<file path="src/rtl/if_stage.sv">
// Instruction fetch stage: owns the fetch PC, issues the instruction SRAM
// request and offers the fetched instruction to ID. Handles redirect from ID,
// stall from the hazard unit, and holds data returned while ID is busy.
module if_stage (
  input  logic        clk,
  input  logic        reset,
  input  logic        block_if,
  input  logic        br_stall,
  input  logic        br_taken,
  input  logic [31:0] br_target,
  input  logic        ds_allowin,
  output logic        fs_to_ds_valid,
  output logic [31:0] fs_pc,
  output logic [31:0] fs_inst,
  output logic        inst_sram_en,
  output logic [31:0] inst_sram_addr,
  input  logic [31:0] inst_sram_rdata
);

  localparam logic [31:0] RESET_PC = 32'h1BFF_FFFC;

  logic        to_fs_valid;
  logic        fs_valid;
  logic        pend_valid;
  logic [31:0] pend_target;
  logic        buf_valid;
  logic [31:0] inst_buf;
  logic        rdata_live;   // SRAM data on the bus belongs to the IF instruction
  logic        cancel;
  logic        fs_handshake;
  logic        fs_allowin;
  logic [31:0] nextpc;

  // Control and next-PC selection: a final redirect beats everything,
  // including a hazard stall, so the redirect fetch never waits.
  always_comb begin
    cancel         = br_taken && !br_stall;
    fs_to_ds_valid = fs_valid && !cancel;
    fs_handshake   = fs_to_ds_valid && ds_allowin && !block_if;
    fs_allowin     = !fs_valid || fs_handshake || cancel;
    if (cancel)          nextpc = br_target;
    else if (pend_valid) nextpc = pend_target;
    else                 nextpc = fs_pc + 32'd4;
    inst_sram_en   = to_fs_valid && fs_allowin;
    inst_sram_addr = nextpc;
    fs_inst        = buf_valid ? inst_buf : inst_sram_rdata;
  end

  // Pre-IF becomes valid on the first edge after reset is released.
  always_ff @(posedge clk or negedge reset) begin
    if (!reset) to_fs_valid <= 1'b0;
    else        to_fs_valid <= 1'b1;
  end

  // Fetch PC / IF valid / deferred redirect. A redirect that cannot issue
  // (pre-IF not yet valid) is remembered and consumed by the next fetch.
  always_ff @(posedge clk or negedge reset) begin
    if (!reset) begin
      fs_valid    <= 1'b0;
      fs_pc       <= RESET_PC;
      pend_valid  <= 1'b0;
      pend_target <= 32'h0;
    end else if (inst_sram_en) begin
      fs_valid    <= 1'b1;
      fs_pc       <= nextpc;
      pend_valid  <= 1'b0;
    end else if (cancel) begin
      fs_valid    <= 1'b0;
      pend_valid  <= 1'b1;
      pend_target <= br_target;
    end else if (fs_handshake) begin
      fs_valid    <= 1'b0;
    end
  end

  // SRAM data is only on the bus for one cycle; capture it if ID cannot
  // take it that cycle so fs_inst stays stable until the transfer.
  always_ff @(posedge clk or negedge reset) begin
    if (!reset) begin
      rdata_live <= 1'b0;
      buf_valid  <= 1'b0;
      inst_buf   <= 32'h0;
    end else begin
      rdata_live <= inst_sram_en;
      if (fs_handshake || cancel) begin
        buf_valid <= 1'b0;
      end else if (fs_valid && rdata_live && !buf_valid) begin
        buf_valid <= 1'b1;
        inst_buf  <= inst_sram_rdata;
      end
    end
  end

endmodule
</file>
<file path="config.mk">
export PLATFORM = sky130hd
export DESIGN_NAME = if_stage
export DESIGN_NICKNAME = d
export VERILOG_FILES = /design/src/rtl/if_stage.sv
export SDC_FILE = /design/constraint.sdc
export NUM_CORES = 1
export LEC_CHECK = 0
export ABC_AREA = 1
export BUFFER_PORTS_ARGS = -buffer_cell sky130_fd_sc_hd__buf_2
export CORE_UTILIZATION = 52
export DETAILED_ROUTE_END_ITERATION = 8
export MAX_ROUTING_LAYER = met4
export PLACE_DENSITY_LB_ADDON = 0.12
export SLEW_MARGIN = 30
export SYNTH_ARGS = -nofsm -noshare
export SYNTH_HDL_FRONTEND = slang
export SYNTH_SLANG_ARGS = --single-unit
</file>
<file path="constraint.sdc">
create_clock -name clk -period 2.2 [get_ports clk]
set_input_delay 0.33 -clock clk [delete_from_list [all_inputs] [get_ports clk]]
set_output_delay 0.33 -clock clk [all_outputs]
set_load 0.02 [all_outputs]
</file>
Word level (Yosys, flattened, before mapping)
Index checks and enable logic that the tools add are counted.
Widths: inputs -> output; s select.
{"block": "word_totals", "register_bits": 101, "input_bits": 70, "out_inout_bits": 98}
{"block": "op_classes", "add_sub_neg": 1, "mux": 10, "bitwise": 2, "n_reduce_logical": 20}
{"cell": "$mux 32", "n": 3}
{"cell": "$add 32x3->32 const B", "n": 1}
{"cell": "$logic_and 1x1->1", "n": 7}
{"cell": "$mux 1", "n": 7}
{"cell": "$logic_not 1->1", "n": 5}
{"cell": "$reduce_and 2->1", "n": 2}
{"cell": "$reduce_bool 2->1", "n": 2}
{"cell": "$logic_or 1x1->1", "n": 3}
{"cell": "$reduce_bool 3->1", "n": 1}
{"cell": "$not 1->1", "n": 2}

Logic depth before layout (Yosys ltp)
Gate-level depths: netlist of the first run.
{"block": "logic_depth", "ltp_word": 11, "mapped_depth": 12, "ltp_nobuf": 12}

Least setup slack after synthesis of the first run
No wires, ideal clock.
{"block": "synth_timing", "kind": "register to output", "startpoint": "register fs_pc[2]", "endpoint": "output inst_sram_addr[12]", "arrival_ps": 1931, "path_slack_ps": -61, "stages_incl_launch_ff": 9, "path_buffers": 0, "path_cell_list": "dfstp_2 > ha_1 > nand2_1 > nor2_4 > nand2_4 > nor2_4 > xor2_1 > nand2_1 > a21boi_0"}
{"block": "synth_between", "elab_chain_len": 3}
{"element": "start, declared", "line_no": "13", "text": "output logic [31:0] fs_pc,"}
{"element": "start signal, assigned", "line_no": "65", "text": "fs_pc <= nextpc;"}
{"element": "$add 32x3->32", "line_no": "43", "text": "else nextpc = fs_pc + 32'd4;"}
{"element": "$mux 32", "line_no": "42", "text": "else if (pend_valid) nextpc = pend_target;"}
{"element": "$mux 32", "line_no": "41", "text": "if (cancel) nextpc = br_target;"}
{"element": "end, declared", "line_no": "16", "text": "output logic [31:0] inst_sram_addr,"}
No other way between the ends.

Final worst setup path of the first run
{"block": "layout_timing", "startpoint": "register fs_pc[3]", "endpoint": "output inst_sram_addr[17]"}
Same word-level chain as after synthesis.

==> key figures, run 1 <==
Status
  • Outcome: finished with violations
  • Failing checks: setup timing

Run
  • Max Cap Violations: 0

Critical path
  • Crit path from: fs_pc[3]$_DFFE_PN1P_
  • WS Path Type: reg2out
  • Worst endpoint required time: 1.87 ns
  • RR Startpoint: fs_pc[3]$_DFFE_PN1P_
  • Worst EP arrival: 2.19 ns
  • R2R cell count: 12
  • Crit Path Max Fanout: 5
  • Endpoint class of the critical path: output port
  • Startpoint Class: flop

Timing
  • Slew @ Worst Pin: 0.5148 ns
  • Slew Viols, Final: 0
  • Final setup vio count: 27
  • Clock Skew: 0.01500 ns
  • Fmax: 397.5 MHz
  • Fin Setup TNS: -5.846 ns
  • Fin crit share: 114.3%
  • Minimum clock period: 2.516 ns
  • RSZ-0062 raised after global routing: yes
  • Final WS setup: -0.3156 ns
  • Slew headroom: 65.68%
  • Fin Hold WS: 0.1807 ns
  • Final hold vios: 0

Yosys
  • Yosys Warn Count: 0
  • Yosys top cell by area: dfrtp_1
  • Top post-synthesis cells by area: dfrtp_1, nand2_1, dfstp_2
  • Async S/R FF share, synth: 100.0%
  • #FFs+latches synth: 101
  • Synth Area in Compound Gates: 13.79%
  • Post-synth EDFFs: 0
  • Post-synthesis mux area share: 2.750%
  • Avg Cell Area, Syn: 7.230 sq um
  • Count leader, synth: nand2_1
  • Main combinational cell family by area after synthesis: simple AND/OR/NAND/NOR gates
  • Sequential share of the synthesized area: 44.65%
  • Post-Synth Adder-Cell Area: 0.2182%
  • Synth Instances: 793
  • Netlist cell types: 31
  • Post-synthesis simple-gate area fraction: 27.67%
  • Xor and xnor area share after synthesis: 1.680%
  • Top_reg_cell synth: dfrtp_1
  • Syn nets: 864
  • Synth top area share: 32.74%
  • Mapped Area: 0.005733 sq mm
  • Post-synth top cells: nand2_1, o21ai_0, inv_1

Floorplan
  • Site Rows: 37
  • Starting Density: 54.55%
  • Total core area: 0.01051 sq mm
  • Io pins: 168
  • Die Ht: 107 um
  • Die Area: 0.01145 sq mm
  • Die Wd: 107 um

Min path
  • Min-Delay Path Class: in2reg
  • Hold Crit Start: br_target[19]
  • Hold path cells: 2

Cells and area
  • Final core occ: 70.68%
  • Fillcell total: 904
  • Layout cells sized above 1: 33.09%
  • Register area: 0.002560 sq mm
  • Multi-input gate area: 0.002849 sq mm
  • # nets final: 1042
  • ANT cells: 0
  • Area growth syn-to-layout: 29.55%

Clock network
  • Root Buffer: clkbuf_8
  • CTS tree: done
  • Clock-pin slew on the worst setup and hold paths: 0.11 ns
  • Clock sink total: 101
  • Worst skew pair latency: 0.39 ns
  • CTS buffer count: 9
  • H-Tree Depth: 3
  • CTS max path bufs: 2

Routing
  • Initial DRC count: 371
  • DR pass1 iterations: 5
  • DR vias: 5699
  • Total Wirelength: 15.41 mm
  • DRC: 0
  • Antenna Nets Post-Route: 0
  • Vias per Instance: 5.125
  • Routed len/inst: 13.86 um

Placed design
  • Port Buffers: 167
  • Place WS: 0.03436 ns
  • Dpl hpwl: 10.68 mm
  • Final Wtd Congestion: 0.8782

Global route
  • Largest net degree at the start of global routing: 66
  • First-pass GRT wire length: 25.56 mm
  • GRT Overall Usage: 28.98%
  • Number of antenna violations at the first check in global routing: 0
  • Overflow after GRT: 0
  • Number of global-route vias before repair: 5550

Pwr
  • Max VDD drop: 0.0008827 V
  • Total power: 0.006748 W
  • Leakage power: 3.921 nW
  • Power Density: 908.6 mW/mm^2
==> timing repair <==
action / 4_1_cts / 5_1_grt
endpoints found under the setup margin: 27 / 28
hold endpoints to repair: 27 / 0
setup buffers: 8 / 14
pin swaps: 17 / 20
resized for setup: 52 / 41
hold buffers: 1 / 0
==> metrics by stage <==
step | std cells | cell area, sq um
global route | 1112 | 7427
global placement | 1073 | 6711
detailed placement | 1073 | 6711
floorplan | 793 | 5733
finish | 1112 | 7427
CTS | 1098 | 7168
==> where the power goes <==
part,leakage [nW],total [W],internal [W],switching [W]
logic,2.62,0.00265,0.00102,0.00162
registers,1.20,0.00285,0.00243,0.000421
clock network,0.101,0.00125,0.000544,0.000708
total,3.92,0.00675,0.00400,0.00275
==> registers in the layout, indices dropped and copies added, names as in the netlist <==
register and count:
fs_valid 1, rdata_live 1, pend_target 32, buf_valid 1, to_fs_valid 1, inst_buf 32, fs_pc 32, pend_valid 1
==> kinds of logic after synthesis <==
logic type / Yosys count
flip-flops: 101
AND/OR/NAND/NOR: 385
buffers and inverters: 133
other: 1
multiplexers: 14
AO/OA/AOI/OAI: 147
XOR/XNOR: 11
adder cells (fa/ha/maj): 1
==> worst max-delay path: stages, from the launching register on <==
cell      delay (ns)
dfstp_2         0.59
nand2_1         0.10
nor2_4          0.21
nand2_4         0.12
nor2_4          0.20
xor2_1          0.16
nand2_1         0.10
a21boi_1        0.15
buf_4           0.16
==> cells in the final DEF, fill, tap and decap left out, types with 2 or more instances in the layout <==
master / Yosys / final
a21boi_1: 6 / 5
a21boi_2: 0 / 3
a21oi_1: 21 / 20
a22oi_1: 7 / 2
a22oi_2: 0 / 5
buf_12: 0 / 4
buf_2: 12 / 143
buf_4: 1 / 42
buf_6: 1 / 14
clkbuf_8: 0 / 9
dfrtp_1: 75 / 75
dfstp_2: 26 / 26
inv_1: 94 / 94
inv_6: 0 / 4
mux2_2: 14 / 14
nand2_1: 300 / 285
nand2_2: 5 / 16
nand2_4: 1 / 5
nand3_1: 36 / 31
nand3_2: 0 / 5
nor2_1: 29 / 20
nor2_2: 5 / 9
nor2_4: 7 / 12
o211ai_1: 3 / 3
o21ai_0: 106 / 105
xnor2_2: 0 / 2
xor2_1: 8 / 8
==> per-layer routing <==
layer / vias up / global-route usage (%) / wire length, um
met2: 193 / 45.48 / 7294
met5: - / - / 0
met1: 2651 / 37.49 / 6867
li1: 2832 / - / -
met3: 23 / 6.748 / 973
met4: 0 / 8.708 / 274
==> final timing paths <==
kind | end | slack, ns
worst max-delay path | inst_sram_addr[17] | -0.32
worst min-delay path | pend_target[19]$_DFFE_PN0P_ | 0.18
worst max register to register | fs_pc[8]$_DFFE_PN1P_ | 0.25
worst min register to register | pend_target[16]$_DFFE_PN0P_ | 0.49
max in group asynchronous | inst_buf[12]$_DFFE_PN0P_ | 1.05
min in group asynchronous | inst_buf[10]$_DFFE_PN0P_ | 0.44
==> final cells by class <==
type,count,share of cell area [%]
clock buffers,9,1.668
flip-flops and latches,101,34.47
repair buffers,204,17.22
multi-input cells,559,38.36
well taps,136,2.291
clock inverters,7,1.095
inverters,96,4.902
Power figures use the tool's default switching activity.
==> run 2: changes to the inputs <==
CORE_UTILIZATION = 47   (was 52)
clock period = 2.3 ns   (was 2.2 ns; I/O delays follow)
==> run 2 against run 1 <==
  * The run still ends with setup timing left
  * Register-to-register slack better by 0.19 ns
  * Count of clock-buffer cells in the layout is 3 higher
  * Flip-flop and latch count unchanged
  * Die area rose by 10%
  * Worst setup slack better by 0.12 ns
  * Routed wire length is 5.4% lower
  * Combinational power is 7.5% lower
  * Largest cell class unchanged
  * Via count fell by 3.9%
  * Largest power group unchanged
  * Critical path depth increased by 1
  * Power rose by 1.1%
  * Critical endpoint is now inst_sram_addr[16]
==> key figures, run 2 (synthesized netlist as in run 1, its figures left out) <==
Status
  • Outcome: finished with violations
  • Failing checks: setup timing

Placed design
  • Dpl hpwl: 10.04 mm (-6.0%)
  • Port Buffers: 167 (unchanged)
  • Area post-placement: 0.006733 sq mm (+0.32%)
  • Final Wtd Congestion: 0.8594 (-2.1%)
  • Placed insts: 1080 (+0.65%)

Routing
  • Vias per Instance: 4.949 (-3.4%)
  • Antenna Nets Post-Route: 0 (unchanged)
  • Routed len/inst: 13.17 um (-4.9%)
  • Total Wirelength: 14.58 mm (-5.4%)
  • DR vias: 5478 (-3.9%)
  • Initial DRC count: 288 (-22%)
  • DR pass1 iterations: 4 (-1)
  • DRC: 0 (unchanged)

Timing
  • Final WS setup: -0.1973 ns (+0.1183 ns)
  • Final setup vio count: 26 (-3.7%)
  • Fmax: 400.4 MHz
  • Minimum clock period: 2.497 ns
  • Slew @ Worst Pin: 0.5498 ns (+0.03499 ns)
  • Clock Skew: 0.008879 ns (-0.006126 ns)
  • RSZ-0062 raised after global routing: yes
  • Fin crit share: 108.6%
  • Slew Viols, Final: 0 (unchanged)
  • Slew headroom: 63.35% (-2.3 points)
  • Final hold vios: 0 (unchanged)

Cells and area
  • Final core occ: 63.75% (-6.9 points)
  • Fin cells: 1107 (-0.45%)
  • Layout cells sized above 1: 31.54% (-1.6 points)
  • # nets final: 1030 (-1.2%)
  • Area growth syn-to-layout: 29.68%
  • Biggest regs: fs_pc (32), inst_buf (32), pend_target (32)
  • ANT cells: 0 (unchanged)
  • Final instance area: 0.007435 sq mm (+0.10%)
  • Commonest non-fill, non-tap cell in the layout: nand2_1
  • Commonest non-fill, non-tap cells in the layout: nand2_1, buf_2, o21ai_0

Critical path
  • Setup slack, reg-to-reg: 0.44 ns (+0.19 ns)
  • RR Startpoint: fs_pc[2]$_DFFE_PN1P_
  • Endpoint class of the critical path: output port
  • R2R Path End: fs_pc[20]$_DFFE_PN1P_
  • Worst endpoint required time: 1.96 ns (+0.09 ns)
  • Startpoint Class: flop
  • Worst EP arrival: 2.15 ns (-0.04 ns)
  • WS Path Type: reg2out
  • Crit Path Max Fanout: 5 (unchanged)
  • R2R cell count: 13 (+1)

Pwr
  • Max VDD drop: 0.0007399 V (-16%)
  • Power Density: 917.6 mW/mm^2 (+0.99%)
  • Switching share of power: 37.73% (-3.0 points)
  • P_int: 0.004248 W (+6.3%)
  • Leakage power: 3.910 nW (-0.29%)
  • Combinational power share: 36.0% (-3.2 points)
  • Sequential group share of total power: 40.0% (-2.2 points)
  • Psw: 0.002574 W (-6.5%)
  • Clock power share: 24.1% (+5.6 points)

Floorplan
  • Starting Density: 49.16% (-5.4 points)
  • Io pins: 168 (unchanged)
  • Die Area: 0.01264 sq mm (+10%)
  • Die Ht: 112.4 um (+5.1%)
  • Site Rows: 39 (+5.4%)
  • Total core area: 0.01166 sq mm (+11%)
  • Die Wd: 112.4 um (+5.1%)

Clock network
  • Hold-fix buffers, CTS: 0 (-1)
  • Worst skew pair latency: 0.35 ns (-0.04 ns)
  • CTS tree: done
  • CTS buffer count: 9 (unchanged)
  • Clock sink total: 101 (unchanged)
  • CTS max path bufs: 2 (unchanged)
  • H-Tree Depth: 3 (unchanged)
  • Root Buffer: clkbuf_16
  • Clock-pin slew on the worst setup and hold paths: 0.07 ns (-0.04 ns)

Global route
  • Overflow after GRT: 0 (unchanged)
  • First-pass GRT wire length: 24.01 mm (-6.1%)
  • Largest net degree at the start of global routing: 102 (+55%)
  • GRT Overall Usage: 24.62% (-4.4 points)
  • Number of global-route vias before repair: 4860 (-12%)
  • Number of antenna violations at the first check in global routing: 0 (unchanged)

Min path
  • Min-Delay Path Class: in2async

Run
  • Max Cap Violations: 0 (unchanged)
run 2: changes by cell type in the layout (fill, tap and decap cells not counted), sizes merged:
cell	change
clkinvlp	+1
inv	-4
bufinv	+1
buf	-11
clkinv	-1
clkbuf	+3
dlygate4sd3	-1
run 2: cell type report:
cell class / instances / area [sq um]
Timing Repair Buffer: 192 / 1179
Clock buffer: 12 / 246.5
Fill cell: 1084 / 4228
Clock inverter: 4 / 72.57
Inverter: 96 / 366.6
Sequential cell: 101 / 2560
Tap cell: 143 / 178.9
Multi-Input combinational cell: 559 / 2831
run 2: metal layers:
layer | GRT usage, % | wire [um]
met1 | 34.22 | 7015
met2 | 36.19 | 6478
met3 | 5.832 | 939
met4 | 6.222 | 147
met5 | - | 0
run 2: metrics by stage:
step | setup TNS [ns] | power, W | hold slack, ns | worst slack [ns]
global route | -5.959 | 0.007271 | 0.08436 | -0.3116
finish | -2.783 | 0.006822 | 0.02883 | -0.1973
floorplan | 0 | 0.004166 | 0.04941 | 0.02376
global placement | 0 | 0.004931 | 0.4590 | 0.1137
detailed placement | 0 | 0.004966 | 0.4511 | 0.07252
CTS | -2.745 | 0.006775 | 0.07608 | -0.1833
run 2: what timing repair did:
item,CTS,global route
endpoints found under the setup margin,24,29
gates resized for setup,51,36
setup buffers,6,5
pin swaps,17,23
cloned,0,0
run 2: worst max path at each step:
stage / start / endpoint / cells past startpoint
after floorplan: fs_pc[2]$_DFFE_PN1P_ / inst_sram_addr[12] / 8
after detailed placement: fs_pc[2]$_DFFE_PN1P_ / inst_sram_addr[16] / 9
after CTS: fs_pc[2]$_DFFE_PN1P_ / inst_sram_addr[18] / 9
after global placement: fs_pc[2]$_DFFE_PN1P_ / inst_sram_addr[16] / 9
final: fs_pc[2]$_DFFE_PN1P_ / inst_sram_addr[16] / 9
after global routing: fs_pc[2]$_DFFE_PN1P_ / inst_sram_addr[15] / 9
run 2: critical path, stage by stage (launching register included):
cell and delay, ns:
dfstp_2 0.57, ha_4 0.15, nand2_4 0.05, nor2_4 0.17, nand2_4 0.09, nor2_4 0.19
xor2_1 0.17, nand2_1 0.11, a21boi_2 0.15, buf_4 0.15
run 2: power by group through the flow:
stage	clock network, W	logic [W]	registers [W]
after global routing	0.00176	0.00272	0.00280
after floorplan	0	0.00133	0.00284
final	0.00164	0.00245	0.00273
after CTS	0.00168	0.00239	0.00271
after global placement	0	0.00221	0.00272
after detailed placement	0	0.00224	0.00273
==> run 3: changes to the inputs <==
CTS_BUF_LIST = sky130_fd_sc_hd__clkbuf_8 sky130_fd_sc_hd__clkbuf_16   (was not set)
MAX_ROUTING_LAYER = not set   (was met4)
==> run 3 against run 2 <==
  * The run still ends with setup timing left
  * Critical path depth stayed put
  * Clock skew shrank 0.0021 ns
  * Register-to-register slack barely moved
  * Sequential power about the same
==> key figures, run 3 (synthesized netlist as in run 1, its figures left out) <==
Floorplan
  • Total core area: 0.01166 sq mm (unchanged)
  • Site Rows: 39 (unchanged)
  • Die Wd: 112.4 um (unchanged)
  • Starting Density: 49.16% (unchanged)
  • Io pins: 168 (unchanged)
  • Die Area: 0.01264 sq mm (unchanged)
  • Die Ht: 112.4 um (unchanged)

Placed design
  • Port Buffers: 167 (unchanged)
  • Final Wtd Congestion: 0.8461 (-1.5%)
  • Dpl hpwl: 10.04 mm (unchanged)
  • Placed insts: 1080 (unchanged)

Clock network
  • Clock-pin slew on the worst setup and hold paths: 0.06 ns (about the same)
  • Clock sink total: 101 (unchanged)
  • Worst skew pair latency: 0.35 ns (about the same)
  • CTS max path bufs: 2 (unchanged)
  • H-Tree Depth: 3 (unchanged)
  • Root Buffer: clkbuf_16
  • CTS buffer count: 9 (unchanged)
  • CTS tree: done
  • Hold-fix buffers, CTS: 0 (unchanged)

Global route
  • First-pass GRT wire length: 24.01 mm (unchanged)
  • GRT Overall Usage: 23.89% (-0.73 points)
  • Number of antenna violations at the first check in global routing: 0 (unchanged)
  • Overflow after GRT: 0 (unchanged)
  • Number of global-route vias before repair: 4866 (+0.12%)
  • Largest net degree at the start of global routing: 102 (unchanged)

Pwr
  • Psw: 0.002592 W (+0.71%)
  • Switching share of power: 37.84% (+0.10 points)
  • Leakage power: 3.926 nW (+0.43%)
  • Max VDD drop: 0.0007454 V (+0.74%)
  • P_int: 0.004259 W (+0.27%)
  • Combinational power share: 36.4% (+0.4 points)
  • Clock power share: 23.8% (-0.3 points)
  • Sequential group share of total power: 39.8% (-0.2 points)
  • Power Density: 915.9 mW/mm^2 (-0.18%)

Timing
  • Minimum clock period: 2.504 ns (+0.007128 ns)
  • Final WS setup: -0.2044 ns (-0.007128 ns)
  • Fmax: 399.3 MHz (-0.28%)
  • Slew @ Worst Pin: 0.5395 ns (-0.01030 ns)
  • RSZ-0062 raised after global routing: yes
  • Slew Viols, Final: 0 (unchanged)
  • Clock Skew: 0.006784 ns (-0.002096 ns)
  • Final hold vios: 0 (unchanged)
  • Slew headroom: 64.03% (+0.69 points)
  • Fin Setup TNS: -2.863 ns (-0.08047 ns)
  • Final setup vio count: 25 (-3.8%)
  • Fin crit share: 108.9% (+0.31 points)

Cells and area
  • Layout cells sized above 1: 32.54% (+1.0 points)
  • Fin cells: 1108 (+0.090%)
  • Area growth syn-to-layout: 30.49%
  • Commonest non-fill, non-tap cell in the layout: nand2_1
  • # nets final: 1031 (+0.097%)
  • Final core occ: 64.15% (+0.40 points)
  • Commonest non-fill, non-tap cells in the layout: nand2_1, buf_2, o21ai_0
  • ANT cells: 0 (unchanged)
  • Biggest regs: fs_pc (32), inst_buf (32), pend_target (32)

Routing
  • DRC: 0 (unchanged)
  • DR pass1 iterations: 5 (+1)
  • Antenna Nets Post-Route: 0 (unchanged)
  • Vias per Instance: 4.977 (+0.58%)
  • Initial DRC count: 322 (+12%)
  • DR vias: 5515 (+0.68%)
  • Total Wirelength: 14.77 mm (+1.3%)
  • Routed len/inst: 13.33 um (+1.2%)

Critical path
  • Setup slack, reg-to-reg: 0.44 ns (about the same)
  • Crit Path Max Fanout: 5 (unchanged)
  • Worst EP arrival: 2.16 ns (about the same)
  • WS Path Type: reg2out
  • Worst endpoint required time: 1.96 ns (about the same)
  • R2R Path End: fs_pc[20]$_DFFE_PN1P_
  • RR Startpoint: fs_pc[2]$_DFFE_PN1P_
  • R2R cell count: 13 (unchanged)
  • Endpoint class of the critical path: output port
  • Startpoint Class: flop

Status
  • Outcome: finished with violations
  • Failing checks: setup timing

Run
  • Max Cap Violations: 0 (unchanged)

Min path
  • Min-Delay Path Class: in2async
## run 3: per-stage QoR
stage / power [W] / setup WS [ns] / hold slack, ns / cell area, sq um
floorplan: 0.004166 / 0.02376 / 0.04941 / 5733
global placement: 0.004931 / 0.1137 / 0.4590 / 6733
detailed placement: 0.004966 / 0.07252 / 0.4511 / 6733
CTS: 0.006762 / -0.1860 / 0.07608 / 7261
global route: 0.007300 / -0.3060 / 0.08537 / 7481
finish: 0.006852 / -0.2044 / 0.05730 / 7481
## run 3: per-layer routing
| metal | wire, um | vias up | share of wire [%] | GRT usage [%] |
|---|---|---|---|---|
| li1 | - | 2817 | - | - |
| met1 | 7198 | 2536 | 49 | 34.04 |
| met2 | 6582 | 153 | 45 | 36.19 |
| met3 | 852 | 9 | 5.8 | 6.156 |
| met4 | 138 | 0 | 0.93 | 6.222 |
| met5 | 0 | - | 0 | 0 |
## run 3: what timing repair did
item                                    CTS  global route
endpoints found under the setup margin   24            29
pin swaps                                17            26
resized for setup                        51            50
setup buffers                             6             6
## run 3: worst max path at each step
stage	from	end	slack (ns)	cells past startpoint
2_1_floorplan	fs_pc[2]$_DFFE_PN1P_	inst_sram_addr[12]	0.02	8
3_3_place_gp	fs_pc[2]$_DFFE_PN1P_	inst_sram_addr[16]	0.11	9
3_5_place_dp	fs_pc[2]$_DFFE_PN1P_	inst_sram_addr[16]	0.07	9
4_1_cts	fs_pc[2]$_DFFE_PN1P_	inst_sram_addr[18]	-0.19	9
5_1_grt	fs_pc[2]$_DFFE_PN1P_	inst_sram_addr[15]	-0.31	9
6_report	fs_pc[2]$_DFFE_PN1P_	inst_sram_addr[16]	-0.20	9
## run 3: final cells by class
cell class                      instances  area (sq um)
Sequential cell                       101          2560
Clock inverter                          6         80.08
Timing Repair Buffer                  193          1202
Clock buffer                           10         239.0
Tap cell                              143         178.9
Inverter                               96         366.6
Fill cell                            1074          4182
Multi-Input combinational cell        559          2854
## run 3: power groups by stage
stage,registers (W),logic [W],clock network [W]
final,0.00273,0.00250,0.00163
after global routing,0.00279,0.00276,0.00175
after CTS,0.00271,0.00239,0.00167
after detailed placement,0.00273,0.00224,0
after global placement,0.00272,0.00221,0
after floorplan,0.00284,0.00133,0
## run 3: worst max-delay path, stage by stage, from the launching register on
cell	delay, ns
dfstp_2	0.57
ha_4	0.15
nand2_4	0.05
nor2_4	0.17
nand2_4	0.09
nor2_4	0.19
xor2_1	0.17
nand2_1	0.11
a21boi_2	0.15
buf_4	0.15
